==> src/rtl/if_id_skid_stage.sv <==
// IF/ID pipeline stage: one main entry plus one skid entry, valid/ready on both sides.
// Optional performance counters are enabled by defining PERF_CNT_EN.
module if_id_skid_stage #(
   parameter int                PC_W     = 32,
   parameter int                INST_W   = 32,
   parameter logic [INST_W-1:0] NOP_INST = INST_W'(32'h0000_0013)
`ifdef PERF_CNT_EN
   ,
   parameter int                CNT_W    = 16
`endif
) (
   input  logic              clk,
   input  logic              rst,
   input  logic              in_valid,
   output logic              in_ready,
   input  logic [PC_W-1:0]   in_pc,
   input  logic [INST_W-1:0] in_inst,
   input  logic              flush,
   output logic              out_valid,
   input  logic              out_ready,
   output logic [PC_W-1:0]   out_pc,
   output logic [INST_W-1:0] out_inst
`ifdef PERF_CNT_EN
   ,
   output logic [CNT_W-1:0]  stall_cnt,
   output logic [CNT_W-1:0]  flush_kill_cnt
`endif
);

   // State encodes {main_valid, skid_valid}; 2'b01 cannot occur.
   typedef enum logic [1:0] {
      EMPTY = 2'b00,
      FULL  = 2'b10,
      SKID  = 2'b11
   } state_t;

   state_t            state_r;
   state_t            state_next;
   logic [PC_W-1:0]   main_pc_r;
   logic [INST_W-1:0] main_inst_r;
   logic [PC_W-1:0]   skid_pc_r;
   logic [INST_W-1:0] skid_inst_r;
   logic              main_valid;
   logic              skid_valid;
   logic              accept;
   logic              issue;
   logic              load_main;
   logic              shift_skid;
   logic              load_skid;

   assign main_valid = (state_r != EMPTY);
   assign skid_valid = (state_r == SKID);
   // in_ready depends only on registered state (and reset), never on out_ready.
   assign in_ready   = ~skid_valid & ~rst;
   assign accept     = in_valid & in_ready;
   assign issue      = main_valid & out_ready;

   assign out_valid  = main_valid;
   assign out_pc     = main_valid ? main_pc_r : {PC_W{1'b0}};
   assign out_inst   = main_valid ? main_inst_r : NOP_INST;

   // State register.
   always_ff @(posedge clk or posedge rst) begin
      if (rst) begin
         state_r <= EMPTY;
      end else begin
         state_r <= state_next;
      end
   end

   // Next state and data-register load enables; flush overrides everything.
   always_comb begin
      state_next = state_r;
      load_main  = 1'b0;
      shift_skid = 1'b0;
      load_skid  = 1'b0;
      if (flush) begin
         state_next = EMPTY;
      end else begin
         case (state_r)
            EMPTY: begin
               if (accept) begin
                  load_main  = 1'b1;
                  state_next = FULL;
               end else begin
                  state_next = EMPTY;
               end
            end
            FULL: begin
               if (accept && issue) begin
                  load_main  = 1'b1;
                  state_next = FULL;
               end else if (accept) begin
                  load_skid  = 1'b1;
                  state_next = SKID;
               end else if (issue) begin
                  state_next = EMPTY;
               end else begin
                  state_next = FULL;
               end
            end
            SKID: begin
               if (issue) begin
                  shift_skid = 1'b1;
                  state_next = FULL;
               end else begin
                  state_next = SKID;
               end
            end
            default: state_next = EMPTY;
         endcase
      end
   end

   // Main data register: loads from fetch or from the skid entry only.
   always_ff @(posedge clk or posedge rst) begin
      if (rst) begin
         main_pc_r   <= {PC_W{1'b0}};
         main_inst_r <= {INST_W{1'b0}};
      end else if (load_main) begin
         main_pc_r   <= in_pc;
         main_inst_r <= in_inst;
      end else if (shift_skid) begin
         main_pc_r   <= skid_pc_r;
         main_inst_r <= skid_inst_r;
      end
   end

   // Skid data register: captures fetch when decode stalls with main occupied.
   always_ff @(posedge clk or posedge rst) begin
      if (rst) begin
         skid_pc_r   <= {PC_W{1'b0}};
         skid_inst_r <= {INST_W{1'b0}};
      end else if (load_skid) begin
         skid_pc_r   <= in_pc;
         skid_inst_r <= in_inst;
      end
   end

`ifdef PERF_CNT_EN
   logic [1:0] kill_num;

   function automatic logic [CNT_W-1:0] sat_add(input logic [CNT_W-1:0] a,
                                                input logic [1:0]       b);
      logic [CNT_W:0] sum;
      sum = {1'b0, a} + {{(CNT_W-1){1'b0}}, b};
      return sum[CNT_W] ? {CNT_W{1'b1}} : sum[CNT_W-1:0];
   endfunction

   // A main entry issuing during the flush cycle reached decode, so it is not killed.
   assign kill_num = flush ? ({1'b0, main_valid & ~issue} + {1'b0, skid_valid}) : 2'd0;

   // Saturating stall and flush-kill counters.
   always_ff @(posedge clk or posedge rst) begin
      if (rst) begin
         stall_cnt      <= {CNT_W{1'b0}};
         flush_kill_cnt <= {CNT_W{1'b0}};
      end else begin
         stall_cnt      <= sat_add(stall_cnt, {1'b0, main_valid & ~out_ready});
         flush_kill_cnt <= sat_add(flush_kill_cnt, kill_num);
      end
   end
`endif

endmodule
==> config.mk <==
export PLATFORM = sky130hd
export DESIGN_NAME = if_id_skid_stage
export DESIGN_NICKNAME = d
export VERILOG_FILES = /design/src/rtl/if_id_skid_stage.sv
export SDC_FILE = /design/constraint.sdc
export NUM_CORES = 1
export LEC_CHECK = 0
export ABC_AREA = 1
export BUFFER_PORTS_ARGS = -buffer_cell sky130_fd_sc_hd__clkbuf_2
export CAP_MARGIN = 20
export CORE_MARGIN = 2
export CORE_UTILIZATION = 45
export DETAILED_ROUTE_END_ITERATION = 8
export GPL_ROUTABILITY_DRIVEN = 0
export GPL_TIMING_DRIVEN = 0
export PLACE_DENSITY_LB_ADDON = 0.12
export SYNTH_ARGS = -nofsm -noshare
export SYNTH_HDL_FRONTEND = slang
export SYNTH_SLANG_ARGS = --single-unit
export TNS_END_PERCENT = 10
==> constraint.sdc <==
create_clock -name clk -period 3.6 [get_ports clk]
set_clock_uncertainty 0.2 [all_clocks]
set_input_delay 0.18 -clock clk [delete_from_list [all_inputs] [get_ports clk]]
set_output_delay 0.18 -clock clk [all_outputs]
set_load 0.03 [all_outputs]
==> results.txt <==
----------------------------------------------------
[Outcome]
  Result of the run ... finished, final reports clean

[Clocking]
  TritonCTS Buffers ... 17
  Clock buffer depth ... 2
  CTS tree ... done
  Post-CTS resize count ... 0
  Clock root buffer ... sky130_fd_sc_hd__clkbuf_16
  Clock insertion delay at the later pin of the skew report ... 420 ps
  Total clock sinks ... 130
  CTS HTree Levels ... 4
  Clk slew on worst S/H paths ... 50 ps

[STA]
  Worst slew margin relative to its limit ... 43.91%
  Total count of hold-check failures in the final report ... 0
  Min Tclk post-route ... 2997 ps
  Achievable Freq ... 333.7 MHz
  RSZ-0062 raised after global routing ... false
  Final worst-path cycle share ... 83.24%
  Final hold slack ... 58.24 ps
  Final Setup Violations ... 0
  Minimum setup slack in the final design ... 603.2 ps
  Final count of pins violating max slew ... 0
  Slew at the pin closest to its max-slew limit ... 841.4 ps

[Cells and area]
  Final cell utilization of the core ... 60.45%
  Fill cell count ... 1456
  Top library cells by usage in the layout, fill and taps aside ... sky130_fd_sc_hd__nand2_1 (324), sky130_fd_sc_hd__nand3_1 (192), sky130_fd_sc_hd__clkbuf_2 (134)
  Net count reported at finish ... 1285
  Most common cell after layout, fill and taps aside ... sky130_fd_sc_hd__nand2_1
  Fraction of final layout cells sized beyond drive strength 1 ... 18.31%
  Synth-to-layout area growth ... 32.08%
  Fin area ... 0.009155 mm²

[Place]
  Worst setup slack before clock tree synthesis ... 845.3 ps
  Cell area after placement ... 0.007901 mm²
  Detailed placement HPWL ... 12900 µm
  Port buffer count ... 134

[Synthesis]
  Mapped Cells ... 993
  Number of enable-type register cells in the synthesized netlist ... 0
  Net count after synthesis ... 1062
  Number of storage elements in the synthesis netlist ... 130
  Sequential fraction of the synthesis area ... 46.93%
  Async SR Flop Fraction ... 100.0%
  Most used flip-flop cell after synthesis ... sky130_fd_sc_hd__dfrtp_1
  Distinct cells, synth ... 20
  Average cell area after synthesis ... 6.981 µm²
  Yosys Warn Count ... 0
  Area of the mapped netlist ... 0.006932 mm²

[Detailed routing]
  DRT iter0 DRCs ... 459
  WL/cell ... 13.81 µm
  Vias per std cell ... 4.868
  Antenna Violating Nets Remaining ... 0
  Routed wire length ... 19580 µm
  Total via count in the routed design ... 6903
  DRC violations left ... 0
  Number of detailed-route iterations in the first pass ... 4

[Hold path]
  Hold WC Path Type ... in2reg
  Source of the worst hold timing path ... in_valid

[GRT]
  Initial antenna violation count ... 1
  Global-route total usage across every layer ... 24.33%
  Pin count of the biggest net entering global routing ... 41
  Global route total overflow ... 0
  First-pass GRT wire length ... 31480 µm
  Vias in the first global route ... 6440

[Job]
  # Max-Cap Violations ... 0

[Floorplan]
  Die Height ... 128.1 µm
  Top-level port count ... 135
  Die Footprint ... 0.01641 mm²
  Core area ... 0.01515 mm²
  Effective utilization at floorplan ... 45.77%
  Die boundary width ... 128.1 µm
  Row count ... 45

[Pwr]
  Power per Cell Area ... 468.4 mW/mm²
  Largest voltage drop on the vdd net ... 325.0 µV
  Leakage dissipation ... 5.128 nW

[Worst setup path]
  Crit path max fanout ... 37
  Reg-to-reg startpoint ... state_r[0]$_DFF_PP0_
  Critical path startpoint category ... input pin
  Critical-path cell with the highest stage delay ... sky130_fd_sc_hd__dlygate4sd3_1
  Worst path max stage delay ... 550 ps
  Cell breakdown of the critical path ... dlygate4sd3_1 > clkbuf_2 > clkinvlp_4 > buf_12 > buf_12 > nand3_2 > nor2_2 > buf_4 > inv_1 > a21oi_1 > dlygate4sd3_1
  CP Data Required Time ... 3760 ps
  Arrival time at the worst endpoint ... 3160 ps
  Beginning of the critical path ... rst
  Category of the worst setup path capture point ... register
  Category of the critical setup timing path ... in2reg

----------------------------------------------------
-- layer usage --
metal  vias to the layer above  track usage [%]  part of all wire, %
li1                       3510                -                    -
met1                      3196            32.24                   46
met2                       166            40.08                   48
met3                        31            4.591                  4.1
met4                         0            8.597                  1.8
met5                         -                0                    0
-- cell usage after synthesis (2+ instances only) --
cell type / count / area, µm²
sky130_fd_sc_hd__inv_2: 3 / 11.26
sky130_fd_sc_hd__nand2_1: 324 / 1216
sky130_fd_sc_hd__buf_2: 35 / 175.2
sky130_fd_sc_hd__clkbuf_1: 22 / 82.58
sky130_fd_sc_hd__o21ai_1: 44 / 220.2
sky130_fd_sc_hd__nand3_1: 192 / 960.9
sky130_fd_sc_hd__dfrtp_1: 130 / 3253
sky130_fd_sc_hd__o21ai_0: 21 / 105.1
sky130_fd_sc_hd__buf_1: 8 / 30.03
sky130_fd_sc_hd__buf_4: 8 / 60.06
sky130_fd_sc_hd__nor2_2: 2 / 12.51
sky130_fd_sc_hd__inv_1: 130 / 488.0
sky130_fd_sc_hd__nand2_2: 2 / 12.51
sky130_fd_sc_hd__or2_2: 3 / 18.77
sky130_fd_sc_hd__nor2_1: 64 / 240.2
-- power breakdown --
part           total, mW  leakage (nW)  internal, mW  switching (mW)
clock network       1.70         0.288          1.06           0.636
registers           1.84          1.62          1.71           0.130
logic              0.753          3.22         0.287           0.466
total               4.29          5.13          3.06            1.23
-- kinds of logic (layout without fill, tap and decap cells) --
family | count (synthesis) | count (layout) | synth area share (%)
AND/OR/NAND/NOR | 590 | 590 | 35.97
buffers and inverters | 206 | 442 | 12.22
other | 0 | 1 | 0
AO/OA/AOI/OAI | 67 | 67 | 4.874
flip-flops | 130 | 130 | 46.93
-- state kept, by name, indices dropped and copies added (netlist names) --
name / count
state_r: 2
main_inst_r: 32
skid_pc_r: 32
skid_inst_r: 32
main_pc_r: 32
-- per-stage QoR --
step / total power, mW / TNS, ps / cells
after floorplan: 2.320 / 0 / 993
after global routing: 4.506 / 0 / 1418
final: 4.288 / 0 / 1418
after global placement: 2.532 / -154960 / 1315
after CTS: 4.317 / 0 / 1417
after detailed placement: 2.559 / 0 / 1318
-- final timing paths --
| path | end | slack (ps) | cells past startpoint |
|---|---|---|---|
| worst max-delay path | state_r[1]$_DFF_PP0_ | 600 | 11 |
| worst min-delay path | state_r[0]$_DFF_PP0_ | 60 | 4 |
| worst max register to register | state_r[1]$_DFF_PP0_ | 1460 | 7 |
| worst min register to register | skid_inst_r[29]$_DFFE_PP0P_ | 270 | 2 |
| max in group asynchronous | skid_inst_r[4]$_DFFE_PP0P_ | 2160 | 5 |
| min in group asynchronous | main_inst_r[27]$_DFFE_PP0P_ | 160 | 3 |
-- critical path: cells and delay by family --
kind | cells | cell delay (ps)
buf+inv | 8 | 2430
simple gates | 2 | 390
compound gates | 1 | 110
-- repair_timing --
action                                 4_1_cts  5_1_grt
endpoints found under the hold margin      153        0
setup endpoints to repair                    0        0
setup buffers                                0        0
hold buffers                                67        0
-- layout make-up --
class / instances / area [µm²] / share of cell area, %
Sequential cell: 130 / 3253 / 35.53
Multi-Input combinational cell: 657 / 2831 / 30.93
Timing Repair Buffer: 204 / 1401 / 15.31
Inverter: 133 / 503.0 / 5.494
Clock buffer: 21 / 470.5 / 5.139
Buffer: 73 / 347.8 / 3.799
Tap cell: 188 / 235.2 / 2.569
Clock inverter: 11 / 110.1 / 1.203
Antenna cell: 1 / 2.502 / 0.02733
(Power assumes the default switching activity.)
